==> config.mk <==
export PLATFORM = sky130hd
export DESIGN_NAME = regfile_wb_sched
export DESIGN_NICKNAME = d
export VERILOG_FILES = /design/src/rtl/regfile_pkg.sv /design/src/rtl/rr_arbiter.sv /design/src/rtl/regfile_wb_sched.sv
export SDC_FILE = /design/constraint.sdc
export NUM_CORES = 1
export LEC_CHECK = 0
export ABC_AREA = 1
export CAP_MARGIN = 5
export CORE_MARGIN = 2
export CORE_UTILIZATION = 46
export DETAILED_ROUTE_END_ITERATION = 6
export PLACE_DENSITY = 0.95
export SYNTH_ARGS = -nofsm -noshare
export SYNTH_HDL_FRONTEND = slang
export SYNTH_HIERARCHICAL = 1
export SYNTH_SLANG_ARGS = --single-unit
==> constraint.sdc <==
create_clock -name clk -period 5.95 [get_ports clk]
set_input_delay 1.19 -clock clk [delete_from_list [all_inputs] [get_ports clk]]
set_output_delay 1.19 -clock clk [all_outputs]
set_load 0.1 [all_outputs]
==> src/rtl/regfile_pkg.sv <==
// Shared sizing constants for the integer register file and its writeback path.
package regfile_pkg;

  localparam int XLEN     = 32;
  localparam int REG_AW   = 5;
  localparam int NUM_REGS = 32;

endpackage

==> src/rtl/rr_arbiter.sv <==
// Round-robin arbiter: the search starts at ptr, and ptr moves past the winner on advance.
module rr_arbiter #(
  parameter int N = 3
) (
  input  logic         clk,
  input  logic         rst,
  input  logic [N-1:0] req,
  input  logic         advance,
  output logic [N-1:0] grant
);

  localparam int PW = (N > 1) ? $clog2(N) : 1;

  logic [PW-1:0] ptr;
  logic [PW-1:0] grant_idx;
  logic [PW-1:0] cand;
  logic          found;

  always_comb begin
    grant     = '0;
    grant_idx = '0;
    cand      = '0;
    found     = 1'b0;
    for (int k = 0; k < N; k++) begin
      cand = PW'((int'(ptr) + k) % N);
      if (!found && req[cand]) begin
        found       = 1'b1;
        grant[cand] = 1'b1;
        grant_idx   = cand;
      end
    end
  end

  // advance is only meaningful when a grant was actually taken this cycle
  always_ff @(posedge clk or posedge rst) begin
    if (rst) begin
      ptr <= '0;
    end else if (advance && found) begin
      ptr <= (grant_idx == PW'(N - 1)) ? '0 : grant_idx + PW'(1);
    end
  end

endmodule

==> src/rtl/regfile_wb_sched.sv <==
// Writeback scheduler: arbitrates producers onto the single register-file write port
// and tracks pending destinations so issue can detect RAW/WAW hazards.
module regfile_wb_sched #(
  parameter int NUM_REQ = 3,
  parameter int XLEN    = regfile_pkg::XLEN,
  parameter int REG_AW  = regfile_pkg::REG_AW
) (
  input  logic                             clk,
  input  logic                             rst,
  input  logic [NUM_REQ-1:0]               req_valid,
  output logic [NUM_REQ-1:0]               req_ready,
  input  logic [NUM_REQ-1:0][REG_AW-1:0]   req_rd,
  input  logic [NUM_REQ-1:0][XLEN-1:0]     req_data,
  output logic                             wb_we,
  output logic [REG_AW-1:0]                wb_rd,
  output logic [XLEN-1:0]                  wb_data,
  input  logic                             issue_valid,
  input  logic [REG_AW-1:0]                issue_rd,
  output logic                             issue_ready,
  input  logic [REG_AW-1:0]                rs1,
  input  logic [REG_AW-1:0]                rs2,
  output logic                             rs1_busy,
  output logic                             rs2_busy,
  output logic [regfile_pkg::NUM_REGS-1:0] busy_mask
);

  import regfile_pkg::*;

  logic [NUM_REQ-1:0]  grant;
  logic                handshake;
  logic [REG_AW-1:0]   sel_rd;
  logic [XLEN-1:0]     sel_data;
  logic [NUM_REGS-1:0] busy;
  logic [NUM_REGS-1:0] busy_next;
  logic                alloc;

  rr_arbiter #(.N(NUM_REQ)) u_arb (
    .clk     (clk),
    .rst     (rst),
    .req     (req_valid),
    .advance (handshake),
    .grant   (grant)
  );

  assign req_ready = grant;
  assign handshake = |(req_valid & grant);

  always_comb begin
    sel_rd   = '0;
    sel_data = '0;
    for (int i = 0; i < NUM_REQ; i++) begin
      if (grant[i]) begin
        sel_rd   = req_rd[i];
        sel_data = req_data[i];
      end
    end
  end

  // The register file never stalls, so every accepted request lands here for one cycle;
  // writes to x0 still consume the turn but never assert the write enable.
  always_ff @(posedge clk or posedge rst) begin
    if (rst) begin
      wb_we   <= 1'b0;
      wb_rd   <= '0;
      wb_data <= '0;
    end else if (handshake) begin
      wb_we   <= (sel_rd != '0);
      wb_rd   <= sel_rd;
      wb_data <= sel_data;
    end else begin
      wb_we   <= 1'b0;
    end
  end

  assign issue_ready = ~busy[issue_rd];
  assign alloc       = issue_valid && issue_ready && (issue_rd != '0);

  // Clear is applied before set so a same-cycle allocation of the committing register stays busy.
  always_comb begin
    busy_next = busy;
    if (wb_we) begin
      busy_next[wb_rd] = 1'b0;
    end
    if (alloc) begin
      busy_next[issue_rd] = 1'b1;
    end
    busy_next[0] = 1'b0;
  end

  always_ff @(posedge clk or posedge rst) begin
    if (rst) begin
      busy <= '0;
    end else begin
      busy <= busy_next;
    end
  end

  assign rs1_busy  = busy[rs1];
  assign rs2_busy  = busy[rs2];
  assign busy_mask = busy;

endmodule
# After elaboration in Yosys (flattened, before gate mapping)
# Cells that the tools add are included.
dict set report totals {
  ff_bits 71
  in_bits 132
  output_inout_bits 76
  wordCells 87
}
dict set report op_classes {
  n_addsub 3
  div_mod_pow 3
  order_cmp 12
  n_eq_ne 1
  n_mux 41
  bitwise_logic 7
  n_reduce_logical 15
}
# cell n
set ops {}
lappend ops {{$mux 32} 5}
lappend ops {{$mod 32x3->32 const B} 2}
lappend ops {{$and 32x32->32} 1}
lappend ops {{$mod 3x3->32 const B} 1}
lappend ops {{$not 32->32} 1}
lappend ops {{$or 32x32->32} 1}
lappend ops {{$lt 5x6->1 const B} 4}
lappend ops {{$bmux 1 s5} 3}
lappend ops {{$mux 1} 15}
lappend ops {{$mux 5} 3}
lappend ops {{$demux 1 s5} 2}
lappend ops {{$ge 5x1->1 const B} 2}
lappend ops {{$logic_and 1x1->1} 10}
lappend ops {{$reduce_bool 5->1} 2}
lappend ops {{$lt 2x3->1 const B} 3}
lappend ops {{$mux 3} 3}
lappend ops {{$mux 2} 4}
lappend ops {{$bmux 1 s2} 3}
lappend ops {{$demux 1 s2} 3}
lappend ops {{$ge 2x1->1 const B} 3}
lappend ops {{$or 3x3->3} 2}
lappend ops {{$add 2x1->3 const B} 1}
lappend ops {{$add 2x2->3 const B} 1}
lappend ops {{$and 3x3->3} 1}
lappend ops {{5 further kinds} 6}

# Longest topological paths before layout
dict set report depth {
  depth_word 15
  depth_mapped 20
  depth_no_buf 20
}

# Hierarchy
# Netlist, hierarchy kept.
# module n_inst cells_each area_each_um2
set modules_own_cells {}
lappend modules_own_cells {regfile_wb_sched 1 606 4386.7}
lappend modules_own_cells {rr_arbiter 1 69 395.4}

# Worst setup path before layout
# No wires, ideal clock.
dict set report synth_path {
  path_type {input to output}
  start {input req_valid[1]}
  end {output req_ready[1]}
  arrival_ns 3.821
  t_required_ns 4.760
  path_slack_ns 0.939
  cell_stages 5
  n_path_buf 0
  path_cell_list {nand2_1 -> nand3_2 -> nand2_2 -> nand3_2 -> o21ai_0}
}
dict set report synth_between {
  elab_chain_len 9
  word_cells_on_any_way 17
  cone_classes {mux: 11; bitwise: 2; reduce/logical: 4}
}
# element line_no
set synth_lines {}
lappend synth_lines {{start, declared} regfile_wb_sched.sv:10} ;# input logic [NUM_REQ-1:0] req_valid,
lappend synth_lines {{$bmux 1 s2} rr_arbiter.sv:26} ;# if (!found && req[cand]) begin
lappend synth_lines {{$mux 1 (implied by the code)} rr_arbiter.sv:26}
lappend synth_lines {{$mux 1} rr_arbiter.sv:26}
lappend synth_lines {{$logic_not 1->1} rr_arbiter.sv:26}
lappend synth_lines {{$logic_and 1x1->1} rr_arbiter.sv:26}
lappend synth_lines {{$mux 1} rr_arbiter.sv:26}
lappend synth_lines {{$logic_not 1->1} rr_arbiter.sv:26}
lappend synth_lines {{$logic_and 1x1->1} rr_arbiter.sv:26}
lappend synth_lines {{$mux 3 (*)} rr_arbiter.sv:26}
lappend synth_lines {{end, declared} regfile_wb_sched.sv:11} ;# output logic [NUM_REQ-1:0] req_ready,
# Every way passes the cells marked *; elsewhere a longest branch is shown, timed or not. The select of a mux whose other input is x is not followed.

# Worst setup path after layout
dict set report layout_path {
  start {input req_valid[0]}
  end {output req_ready[2]}
}
# The elaborated chain is that of the path after synthesis.

==> impl_results.md <==
* # H-tree levels at 3
* Top cell type by total area after synthesis: dfrtp_1
* Post-synth ARST share at 1.000
* Area of the multi-input gates at 2668 sq um
* Final hold viol count at 0
* Number of DRC markers in iteration 0 at 398
* GRT Total Usage at 0.2975
* Placer Congestion at 0.9210
* Num CTS Buffers at 9
* DR DRC count at 0
* Post-route ant nets at 0
* Post-layout utilization of the core at 0.6941
* Critical Path Start Type: input pin
* CP peak stage delay at 540 ps
* Nets at 997
* Final slew viol count at 0
* # resized after CTS at 0
* Vias in the first global route at 5475
* Vias at 5825
* Global-route wire length before repair at 26720 um
* Cell Area, Synth at roughly 4800 sq um
* Minimum clock period at 4686 ps
* Top cells by instance count after synthesis: nand2_1 (197), dfrtp_1 (71), nor2_1 (68), nand3_1 (62), o21ai_0 (56)
* Placed cells at 986
* Synthesized flop and latch total at 71
* Clock skew at 10.24 ps
* Cell Rows at 37
* Syn_area_per_cell at ~7.1 sq um
* CTS tree: yes
* Slew @ Worst Pin at 1149 ps
* CP Class: in -> out
* CTS Hold Bufs at 0
* Routed WL per cell at approximately 17 um
* Rel. slew slack at 0.2331
* Req. time, crit path at 4760 ps
* Initial antenna violation count at 3
* Clock transition at the registers of the reported paths at 80 ps
* Final WS setup at ~1300 ps
* Post-place setup slack at 1308 ps
* Post-synth EDFFs at 0
* Largest net degree at the start of global routing at 76
* Family with the most delay on the worst path: buffers and inverters
* Fillers at 803
* Initial Utilization at 0.4674
* Sequential cell area at 1777 sq um
* Io pins at roughly 210
* Root buffer cell: clkbuf_8
* Layout cells sized above 1 at 0.08083
* Clock latency on the worst-skew pair at 350 ps
* Max clock buf depth at 2
* Sequential share of the synthesized area at 0.3715
* Net Count, Synth at between 800 and 900
* Tcrit/Tclk final at 0.7876
* Area growth syn-to-layout at 48.51%
* Crit-path cells: clkdlybuf4s50_1, inv_1, nand2_1, nand3_1, nand2_1, nand3_2, o221ai_2, buf_4, buf_4
* Worst path arrival time at about 3500 ps
* Layout Cells excl Fill at 1005
* Most numerous cell in the Yosys netlist: nand2_1
* Buffers on Ports at 206
* Final HPWL DP at 12480 um
* Max Cap Violations at 0
* DIE WIDTH at 106.0 um
* Ys flop type: dfrtp_1
* Grt total ovfl at 0
* # setup viols final at 0
* Hold Crit Class: reg -> reg
* Height of the die at 106.0 um
* Synth Instances at about 680
* Num Clock Sinks at 71
* Die area at 11230 sq um
* Crit end category: primary output
* Crit path buffers/inverters at 4
* Yosys warns at 6
* Final WL at 16820 um
* Post-route setup TNS at 0 ps
* CP max-delay cell: clkdlybuf4s50_1
* Post-CTS Setup Inserts at 0
* Yosys top cell area share at 0.3715
* Status: finished, final reports clean
* Worst Path Max Fanout at 28
* Ranking of synthesized cells by area: dfrtp_1 (37%), nand2_1 (15%), nand3_1 (6.5%)
* Via-to-Cell Ratio at 5.796
* Core Region at 10230 sq um
* Drt first pass iters at 5
* Yosys cell types at 32
* RSZ-0062 raised after global routing: false
* Max Freq at 213.4 MHz
[sequential cells by signal (all words and copies together) (netlist names)]
| signal | flops |
|---|---|
| wb_rd | 5 |
| wb_we | 1 |
| wb_data | 32 |
| u_arb/ptr | 2 |
| busy_mask | 31 |
[cells in the final DEF, fill, tap and decap left out]
master | netlist | final
nor2_4 | 1 | 1
clkinvlp_4 | 0 | 1
nand3b_1 | 1 | 1
nand3_1 | 62 | 62
o221ai_2 | 0 | 1
bufinv_16 | 0 | 2
clkbuf_8 | 0 | 10
ha_1 | 4 | 4
o21ai_0 | 56 | 55
nor3_1 | 1 | 1
o211ai_1 | 6 | 6
buf_4 | 1 | 10
nor4_1 | 3 | 3
nand2_2 | 7 | 7
diode_2 | 0 | 3
dfrtp_1 | 71 | 71
o21ai_2 | 1 | 2
nor2_2 | 3 | 3
clkdlybuf4s50_1 | 0 | 200
clkinv_4 | 0 | 3
o31ai_1 | 32 | 32
conb_1 | 1 | 1
inv_4 | 1 | 1
nand3_2 | 3 | 3
a21oi_1 | 9 | 9
o21ai_1 | 18 | 18
nor3_2 | 7 | 7
inv_1 | 25 | 24
a22oi_1 | 1 | 1
nor2_1 | 68 | 68
inv_2 | 18 | 19
o221ai_1 | 11 | 10
a221oi_1 | 32 | 32
nand2_1 | 197 | 197
clkinv_1 | 1 | 1
[cell families after synthesis]
| kind of cell | share of synthesized area |
|---|---|
| AO/OA/AOI/OAI | 0.2287 |
| adder cells (fa/ha/maj) | 0.01047 |
| buffers and inverters | 0.07273 |
| other | 0.0007842 |
| AND/OR/NAND/NOR | 0.3158 |
| flip-flops | 0.3715 |
[tightest hold or removal path, cell delays in order, from the launching register on]
cell     delay (ps)
dfrtp_1         350
nand2_1          50
o31ai_1          50
[final timing paths]
check | from | endpoint | slack (ps) | cells past startpoint
worst max-delay path | req_valid[0] | req_ready[2] | 1260 | 9
worst min-delay path | wb_data[27]$_DFFE_PP0P_ | wb_data[27]$_DFFE_PP0P_ | 480 | 2
worst max register to register | u_arb/ptr[0]$_DFFE_PP0P_ | wb_we$_DFF_PP0_ | 2510 | 17
worst min register to register | wb_data[27]$_DFFE_PP0P_ | wb_data[27]$_DFFE_PP0P_ | 480 | 2
max in group asynchronous | rst | wb_rd[3]$_DFFE_PP0P_ | 3770 | 3
min in group asynchronous | rst | u_arb/ptr[1]$_DFFE_PP0P_ | 1060 | 2
[through the flow]
step / instance area (sq um) / hold slack, ps
after global placement: 6863 / 463.8
after global routing: 7102 / 503.9
final: 7102 / 483.1
after CTS: 7094 / 486.5
after detailed placement: 6863 / 467.6
after floorplan: 4782 / 499.3
[layer usage]
layer	share of wire	global-route usage	up-vias
met5	0	0	-
met2	0.49	0.5083	354
met4	0.053	0.1692	0
li1	-	-	2725
met3	0.098	0.07174	66
met1	0.36	0.3407	2680
[final cells by class]
class | count | area share
Multi-Input combinational cell | 524 | 0.3756
Clock buffer | 10 | 0.01938
Antenna cell | 3 | 0.001057
Sequential cell | 71 | 0.2502
Tap cell | 136 | 0.02396
Timing Repair Buffer | 210 | 0.2925
Inverter | 45 | 0.02414
Clock inverter | 6 | 0.01321
Power is not shown: default switching activity piles up to over one toggle a cycle in this logic, so the estimate is an artifact.
